==> src/rtl/lcd_pkg.sv <==
// Shared definitions for the HD44780 character-LCD controller: FSM state
// encoding, HD44780 command bytes and the power-up initialisation ROM.
package lcd_pkg;

  typedef logic [2:0] lcd_state_t;

  localparam lcd_state_t ST_PWRUP = 3'd0;
  localparam lcd_state_t ST_SETUP = 3'd1;
  localparam lcd_state_t ST_PULSE = 3'd2;
  localparam lcd_state_t ST_HOLD  = 3'd3;
  localparam lcd_state_t ST_EXEC  = 3'd4;
  localparam lcd_state_t ST_IDLE  = 3'd5;

  localparam logic [7:0] LCD_FUNC_SET = 8'h38;
  localparam logic [7:0] LCD_DISP_ON  = 8'h0C;
  localparam logic [7:0] LCD_CLEAR    = 8'h01;
  localparam logic [7:0] LCD_ENTRY    = 8'h06;

  // Which execution wait follows a write.
  typedef enum logic [1:0] {
    WAIT_EXEC,
    WAIT_CLEAR,
    WAIT_INIT1,
    WAIT_INIT2
  } wait_sel_e;

  typedef struct packed {
    logic [7:0] cmd;
    wait_sel_e  wsel;
  } init_step_t;

  localparam int         INIT_STEPS = 6;
  localparam logic [2:0] INIT_LAST  = 3'(INIT_STEPS - 1);

  function automatic init_step_t init_rom(input logic [2:0] idx);
    init_step_t s;
    case (idx)
      3'd0:    s = '{cmd: LCD_FUNC_SET, wsel: WAIT_INIT1};
      3'd1:    s = '{cmd: LCD_FUNC_SET, wsel: WAIT_INIT2};
      3'd2:    s = '{cmd: LCD_FUNC_SET, wsel: WAIT_EXEC};
      3'd3:    s = '{cmd: LCD_DISP_ON,  wsel: WAIT_EXEC};
      3'd4:    s = '{cmd: LCD_CLEAR,    wsel: WAIT_CLEAR};
      default: s = '{cmd: LCD_ENTRY,    wsel: WAIT_EXEC};
    endcase
    return s;
  endfunction

  // Clear (0x01) and return-home (0x02/0x03) need the long wait.
  function automatic wait_sel_e req_wait_sel(input logic rs, input logic [7:0] data);
    wait_sel_e w;
    if (!rs && (data >= 8'h01) && (data <= 8'h03)) w = WAIT_CLEAR;
    else                                             w = WAIT_EXEC;
    return w;
  endfunction

endpackage

==> src/rtl/lcd_ctrl.sv <==
// HD44780 write-only bus controller: runs the power-up init sequence, then
// turns each accepted CPU byte into a timed setup/enable/hold/exec cycle.
module lcd_ctrl
  import lcd_pkg::*;
#(
  parameter int POWERUP_CYC = 750000,
  parameter int T_SETUP_CYC = 4,
  parameter int T_EN_CYC    = 12,
  parameter int T_HOLD_CYC  = 4,
  parameter int T_EXEC_CYC  = 2000,
  parameter int T_CLEAR_CYC = 82000,
  parameter int T_INIT1_CYC = 205000,
  parameter int T_INIT2_CYC = 5000
) (
  input  logic       clk_i,
  input  logic       rst_ni,
  input  logic       req_valid_i,
  input  logic       req_rs_i,
  input  logic [7:0] req_data_i,
  output logic       req_ready_o,
  output logic       init_done_o,
  output logic [7:0] lcd_data_o,
  output logic       lcd_rs_o,
  output logic       lcd_rw_o,
  output logic       lcd_en_o,
  output logic       lcd_on_o
);

  function automatic int max_of(input int a, input int b);
    return (a > b) ? a : b;
  endfunction

  localparam int MAX_CYC = max_of(
    max_of(max_of(POWERUP_CYC, T_SETUP_CYC), max_of(T_EN_CYC, T_HOLD_CYC)),
    max_of(max_of(T_EXEC_CYC, T_CLEAR_CYC), max_of(T_INIT1_CYC, T_INIT2_CYC)));
  localparam int TMR_W = $clog2(MAX_CYC + 1);

  localparam logic [TMR_W-1:0] TMR_ONE = TMR_W'(1);

  function automatic logic [TMR_W-1:0] wait_cycles(input wait_sel_e w);
    logic [TMR_W-1:0] c;
    case (w)
      WAIT_CLEAR: c = TMR_W'(T_CLEAR_CYC);
      WAIT_INIT1: c = TMR_W'(T_INIT1_CYC);
      WAIT_INIT2: c = TMR_W'(T_INIT2_CYC);
      default:    c = TMR_W'(T_EXEC_CYC);
    endcase
    return c;
  endfunction

  lcd_state_t       state_q, state_d;
  logic [TMR_W-1:0] tmr_q, tmr_d;
  logic [2:0]       idx_q, idx_d;
  logic             done_q, done_d;
  logic             on_q, on_d;
  logic             en_q, en_d;
  logic             rs_q, rs_d;
  logic [7:0]       data_q, data_d;

  logic       tmr_last;
  logic [2:0] rom_idx;
  init_step_t rom_step;

  // One ROM port: the current step while picking its wait, the next step otherwise.
  always_comb begin
    rom_idx = idx_q + 3'd1;
    if (state_q == ST_PWRUP)     rom_idx = 3'd0;
    else if (state_q == ST_HOLD) rom_idx = idx_q;
  end

  assign rom_step = init_rom(rom_idx);
  assign tmr_last = (tmr_q <= TMR_ONE);

  always_comb begin
    state_d = state_q;
    tmr_d   = tmr_q;
    idx_d   = idx_q;
    done_d  = done_q;
    on_d    = 1'b1;
    en_d    = en_q;
    rs_d    = rs_q;
    data_d  = data_q;

    case (state_q)
      ST_PWRUP: begin
        if (tmr_last) begin
          state_d = ST_SETUP;
          tmr_d   = TMR_W'(T_SETUP_CYC);
          idx_d   = 3'd0;
          rs_d    = 1'b0;
          data_d  = rom_step.cmd;
        end else begin
          tmr_d = tmr_q - TMR_ONE;
        end
      end

      ST_SETUP: begin
        if (tmr_last) begin
          state_d = ST_PULSE;
          tmr_d   = TMR_W'(T_EN_CYC);
          en_d    = 1'b1;
        end else begin
          tmr_d = tmr_q - TMR_ONE;
        end
      end

      ST_PULSE: begin
        if (tmr_last) begin
          state_d = ST_HOLD;
          tmr_d   = TMR_W'(T_HOLD_CYC);
          en_d    = 1'b0;
        end else begin
          tmr_d = tmr_q - TMR_ONE;
        end
      end

      ST_HOLD: begin
        if (tmr_last) begin
          state_d = ST_EXEC;
          tmr_d   = done_q ? wait_cycles(req_wait_sel(rs_q, data_q))
                           : wait_cycles(rom_step.wsel);
        end else begin
          tmr_d = tmr_q - TMR_ONE;
        end
      end

      ST_EXEC: begin
        if (tmr_last) begin
          if (!done_q && (idx_q != INIT_LAST)) begin
            state_d = ST_SETUP;
            tmr_d   = TMR_W'(T_SETUP_CYC);
            idx_d   = idx_q + 3'd1;
            rs_d    = 1'b0;
            data_d  = rom_step.cmd;
          end else begin
            state_d = ST_IDLE;
            done_d  = 1'b1;
          end
        end else begin
          tmr_d = tmr_q - TMR_ONE;
        end
      end

      ST_IDLE: begin
        if (req_valid_i && done_q) begin
          state_d = ST_SETUP;
          tmr_d   = TMR_W'(T_SETUP_CYC);
          rs_d    = req_rs_i;
          data_d  = req_data_i;
        end
      end

      default: begin
        state_d = ST_PWRUP;
        tmr_d   = TMR_W'(POWERUP_CYC);
        en_d    = 1'b0;
      end
    endcase
  end

  always_ff @(posedge clk_i or negedge rst_ni) begin
    if (!rst_ni) begin
      state_q <= ST_PWRUP;
      tmr_q   <= TMR_W'(POWERUP_CYC);
      idx_q   <= 3'd0;
      done_q  <= 1'b0;
      on_q    <= 1'b0;
      en_q    <= 1'b0;
      rs_q    <= 1'b0;
      data_q  <= 8'h00;
    end else begin
      state_q <= state_d;
      tmr_q   <= tmr_d;
      idx_q   <= idx_d;
      done_q  <= done_d;
      on_q    <= on_d;
      en_q    <= en_d;
      rs_q    <= rs_d;
      data_q  <= data_d;
    end
  end

  assign req_ready_o = (state_q == ST_IDLE) && done_q;
  assign init_done_o = done_q;
  assign lcd_data_o  = data_q;
  assign lcd_rs_o    = rs_q;
  assign lcd_rw_o    = 1'b0;
  assign lcd_en_o    = en_q;
  assign lcd_on_o    = on_q;

endmodule
==> config.mk <==
export PLATFORM = sky130hd
export DESIGN_NAME = lcd_ctrl
export DESIGN_NICKNAME = d
export VERILOG_FILES = /design/src/rtl/lcd_pkg.sv /design/src/rtl/lcd_ctrl.sv
export SDC_FILE = /design/constraint.sdc
export NUM_CORES = 1
export LEC_CHECK = 0
export BUFFER_PORTS_ARGS = -buffer_cell sky130_fd_sc_hd__buf_2
export CAP_MARGIN = 10
export CELL_PAD_IN_SITES_DETAIL_PLACEMENT = 1
export CELL_PAD_IN_SITES_GLOBAL_PLACEMENT = 2
export CORE_ASPECT_RATIO = 1.4
export CORE_MARGIN = 3
export CORE_UTILIZATION = 37
export DETAILED_ROUTE_END_ITERATION = 10
export PLACE_DENSITY_LB_ADDON = 0.1
export SKIP_CTS_REPAIR_TIMING = 1
export SLEW_MARGIN = 10
export SYNTH_ARGS = -nofsm -noshare
export SYNTH_HDL_FRONTEND = slang
export SYNTH_SLANG_ARGS = --single-unit
==> constraint.sdc <==
create_clock -name clk_i -period 4.5 [get_ports clk_i]
set_input_delay 0.45 -clock clk_i [delete_from_list [all_inputs] [get_ports clk_i]]
set_output_delay 0.45 -clock clk_i [all_outputs]
set_load 0.05 [all_outputs]
======== Word level (Yosys, flattened, before mapping) ========
Cells that the tools add are included.
storage, ports and cells
  flip-flop bits (word level) ............. 38
  input bits .............................. 12
  output and inout bits ................... 14
  word-level logic and storage cells ...... 98
cells by class
  reduce and logical (&&, ||, !) cells .... 19
  order comparisons ....................... 3
  add/subtract/negate cells ............... 2
  mux-type cells .......................... 40
  bitwise logic cells ..................... 2
  equal/unequal tests ..................... 24
operators with widths
  kind                                                               number
  2-to-1 mux 20 bit                                                  7
  one-hot mux 18 bit (3 select lines)                                2
  one-hot mux 20 bit (5 select lines)                                1
  one-hot mux 8 bit (5 select lines)                                 1
  2-to-1 mux 3 bit                                                   12
  2-to-1 mux 8 bit                                                   4
  one-hot mux 8 bit (3 select lines)                                 1
  less-or-equal comparator 20 x 1 -> 1 bit, second input constant    1
  subtractor 20 x 1 -> 20 bit, second input constant                 1
  one-hot mux 3 bit (6 select lines)                                 1
  != test 2 bit, second input constant                               7
  equality test 3 x 2 -> 1 bit, second input constant                4
  equality test 3 bit, second input constant                         3
  equality test 2 bit, second input constant                         4
  greater-or-equal comparator 8 x 1 -> 1 bit, second input constant  1
  less-or-equal comparator 8 x 2 -> 1 bit, second input constant     1
  equality test 3 x 1 -> 1 bit, second input constant                2
  logical NOT 3 bit                                                  2
  2-to-1 mux 1 bit                                                   6
  != test 3 bit, second input constant                               2
  one-hot mux 1 bit (3 select lines)                                 2
  one-hot mux 3 bit (2 select lines)                                 1
  AND reduction 3 bit                                                2
  AND reduction 6 bit                                                1
  other kinds (13)                                                   21

======== Longest topological paths before layout ========
  depth in word-level cells ............... 11
  gate-level depth with buffers ........... 9
  depth with buffers taken out ............ 8

======== Worst setup path before layout ========
No wires, ideal clock.
  kind .................................... reg2out
  from .................................... register done_q, in the netlist init_done_o
  to ...................................... output port req_ready_o
  data required time ...................... 4.050 ns
  cell stages (with the launch flop) ...... 4
  path slack .............................. 1.963 ns
  path buffers ............................ 1
  data arrival time ....................... 2.087 ns
  cells stage by stage .................... dfrtp_1 -> clkbuf_1 -> inv_1 -> nor3_1
on the way
  cells in the longest elaborated chain, start to end .. 1
RTL lines
  item                    line             source
  from (decl)             lcd_ctrl.sv:54   logic done_q, done_d;
  from (signal assigned)  lcd_ctrl.sv:175  done_q <= done_d;
  logical AND 1 bit       lcd_ctrl.sv:183  assign req_ready_o = (state_q == ST_IDLE) && done_q;
  to (decl)               lcd_ctrl.sv:20   output logic req_ready_o,
No other way between the ends.

======== Worst setup path after layout ========
  from .................................... register tmr_q[6]
  to ...................................... register idx_q[2]
on the way
  cells in the longest elaborated chain, start to end .. 3
  elaborated cells between the ends (all ways) .. 4
  classes of those cells .................. 1 x order compare; 2 x eq/ne; 1 x reduce/logical
RTL lines
  item                                          line             source
  from (decl)                                   lcd_ctrl.sv:52   logic [TMR_W-1:0] tmr_q, tmr_d;
  from (signal assigned)                        lcd_ctrl.sv:164  tmr_q <= TMR_W'(POWERUP_CYC);
  from (signal assigned)                        lcd_ctrl.sv:173  tmr_q <= tmr_d;
  less-or-equal comparator 20 x 1 -> 1 bit (*)  lcd_ctrl.sv:72   assign tmr_last = (tmr_q <= TMR_ONE);
  != test 2 bit (no source line)                --
  AND reduction 4 bit (no source line) (*)      --
  to (signal assigned)                          lcd_ctrl.sv:174  idx_q <= idx_d;
  to (decl)                                     lcd_ctrl.sv:53   logic [2:0] idx_q, idx_d;
Mark *: on every way between the ends. The rest lies on a longest branch, timed or not.
A chain may end at the register's enable or synchronous reset.

==> impl_metrics.yaml <==
route:
  firstDrtPassIters: 4
  drc: 0
  routed_wl_mm: 7.991
  route.vias.total: 2406
  drt_first_iter_violations: 162
  detail-route-antenna-nets: 0
  drt-wirelength-per-cell_um: 19.16
  via_per_inst: 5.770
sta:
  timing.slew.headroom: 0.4011
  rsz0062_at_grt: "false"
  drv_slew: 0
  fmax_mhz: 329.6
  setup_violations: 0
  post-route-period-util: 0.6743
  worst_pin_slew_ps: 898.3
  tns_ps: 0
  post-route-min-period_ps: 3034
  clock_skew_ps: 6.628
  timing.final.hold_violations: 0
worst_setup_path:
  path_class: "reg2reg"
  regToRegSetupSlack_ps: 1470
  crit_path_end_kind: "flop"
  critPathLaunchType: "flop"
  crit_arrival_ps: 3280
  crit_path_max_fanout: 14
  critPathRequiredTime_ps: 4750
grt:
  grt_pass1_wl_mm: 13.17
  antenna_found_initial: 0
  grt.total_usage: 0.2069
  globalRoute.totalOverflow: 0
  grt_pass1_vias: 2354
  grt_max_degree: 39
synthesis:
  async_flop_share: 1.000
  synth-xor-area-share: 0.006839
  synth_commonest_cells: "33 x nor2_1, 28 x dfrtp_1, 27 x nand2_1"
  netlist_instances: 303
  ys.flop_type: "dfrtp_1"
  synth_edf_count: 0
  synth-compound-area-share: 0.2570
  synth_top_family_by_area: "compound AO/OA/AOI/OAI gates"
  muxShareOfSynthArea: 0.03713
  synth_fa_ha_area_frac: 0.02345
  syn_area_per_cell_sq_um: 8.453
  syn_nets: 319
  yosysSeqAreaShare: 0.3762
  syn_area_sq_um: 2561
  synth_top_area_cell: "dfrtp_1"
  ys_ff_latch: 38
  yosys-top-cells-area: "dfrtp_1 27%, dfstp_2 10%, nor2_1 4.8%, a21oi_1 4.7%, nand2_1 4.0%"
  synth_cell_type_count: 59
  synth_most_common_cell: "nor2_1"
  yosysWarnings: 0
  synth_top_area_share: 0.2736
  yosys.area_share.simple: 0.2550
finish:
  area.growth.synth_to_final_pct: 11.68
  nets: 340
  regArea_sq_um: 963.4
  utilization: 0.4297
  nFillCells: 826
  drive_gt1_frac: 0.1846
  multi_input_area_sq_um: 1491
  diodes: 0
clock_network:
  cts_buffers: 5
  clkSinkCount: 38
  htree_levels: 2
  root_buffer: "clkbuf_8"
  cts.path.max_buffers: 2
  cts_tree: "done"
  clk_latency_ps: 300
  cts.reportedPaths.clkPinSlew_ps: 80
floorplan:
  die_area_sq_um: 7970
  initial_core_util: 0.3848
  ios: 26
  die_w_um: 76.32
  core.rowCount: 35
  die_h_um: 104.4
  core_sq_um: 6656
job:
  timing.max_cap.violations: 0
placed_design:
  port-buffer-count: 24
  dp_hpwl_mm: 5.876
  gp_congestion: 0.8138
run_status:
  status: "finished clean"
worst_hold_path:
  min_path_type: "in2async"
power:
  irDropWorstVdd_mv: 0.1571
  powerDensity_nw_per_um2: 229.1
  p_leak_nw: 1.208
-- critical path, stage by stage, from the launching register on --
cell	delay, ps
dfrtp_1	430
nor3_1	700
o2111ai_2	370
nor3_2	770
nand2_1	240
o41ai_1	300
a22o_1	170
-- flip-flops by register name, summed over array words and instances, names as in the netlist --
| name | count |
|---|---|
| idx_q | 3 |
| state_q | 3 |
| tmr_q | 20 |
| lcd_en_o | 1 |
| lcd_rs_o | 1 |
| init_done_o | 1 |
| lcd_data_o | 8 |
| lcd_on_o | 1 |
-- metal layers --
layer  share of wire  vias up  global-route usage
met3           0.026       13             0.02773
li1                -     1161                   -
met5               0        -                   0
met4           0.023        0             0.05959
met2            0.50       41              0.3610
met1            0.45     1191              0.2646
-- worst paths after layout --
check,from,cells after the start,end
min,rst_ni,1,lcd_data_o[7]
min reg2reg,tmr_q[7],1,tmr_q[7]
max,tmr_q[6],6,idx_q[2]
max reg2reg,tmr_q[6],6,idx_q[2]
min in group clk_i,req_data_i[7],3,lcd_data_o[7]
max in group asynchronous,rst_ni,1,tmr_q[6]
-- layout by cell type, fill, tap and decap left out, types with 4 or more instances in the layout --
cell / n
nor3_1: 14
nor4_1: 5
nand2_1: 27
a21o_1: 5
or2_2: 4
o21ai_0: 18
dfstp_2: 10
or3_1: 4
clkbuf_8: 5
o211ai_1: 4
a31o_2: 4
a21oi_1: 24
nand2b_1: 4
mux2i_1: 5
ha_1: 4
o31ai_1: 5
nand3_1: 9
inv_1: 15
mux2_2: 4
nor2_1: 33
buf_2: 24
dfrtp_1: 28
o21a_1: 4
-- cell families after synthesis --
group,after synthesis
simple gates,124
mux,9
compound gates,97
other cells,2
xor+xnor,2
buf+inv,26
fa+ha+maj,5
flops,38
-- report_power, final --
part	leakage (nW)	switching, W	internal, W	total [W]
combinational	0.730	0.0000120	0.00000377	0.0000158
sequential	0.425	0.0000000768	0.000342	0.000342
clock	0.0524	0.000131	0.000166	0.000297
-- through the flow --
step	cell area, sq um	setup slack (ps)	power, W	hold slack, ps	instances
detailed placement	2754	1489	0.0003651	522.8	409
global route	2860	1073	0.0006807	348.0	417
CTS	2860	1499	0.0006647	310.3	417
finish	2860	1466	0.0006552	275.2	417
global placement	2754	1666	0.0003651	509.2	409
floorplan	2561	1963	0.0003532	154.4	303
-- final cells by class --
cell class / count / share of cell area
Multi-Input combinational cell: 239 / 0.5214
Clock buffer: 7 / 0.02668
Inverter: 15 / 0.01969
Tap cell: 92 / 0.04024
Timing Repair Buffer: 25 / 0.04462
Sequential cell: 38 / 0.3368
Clock inverter: 1 / 0.01050
Power figures use the tool's default switching activity.
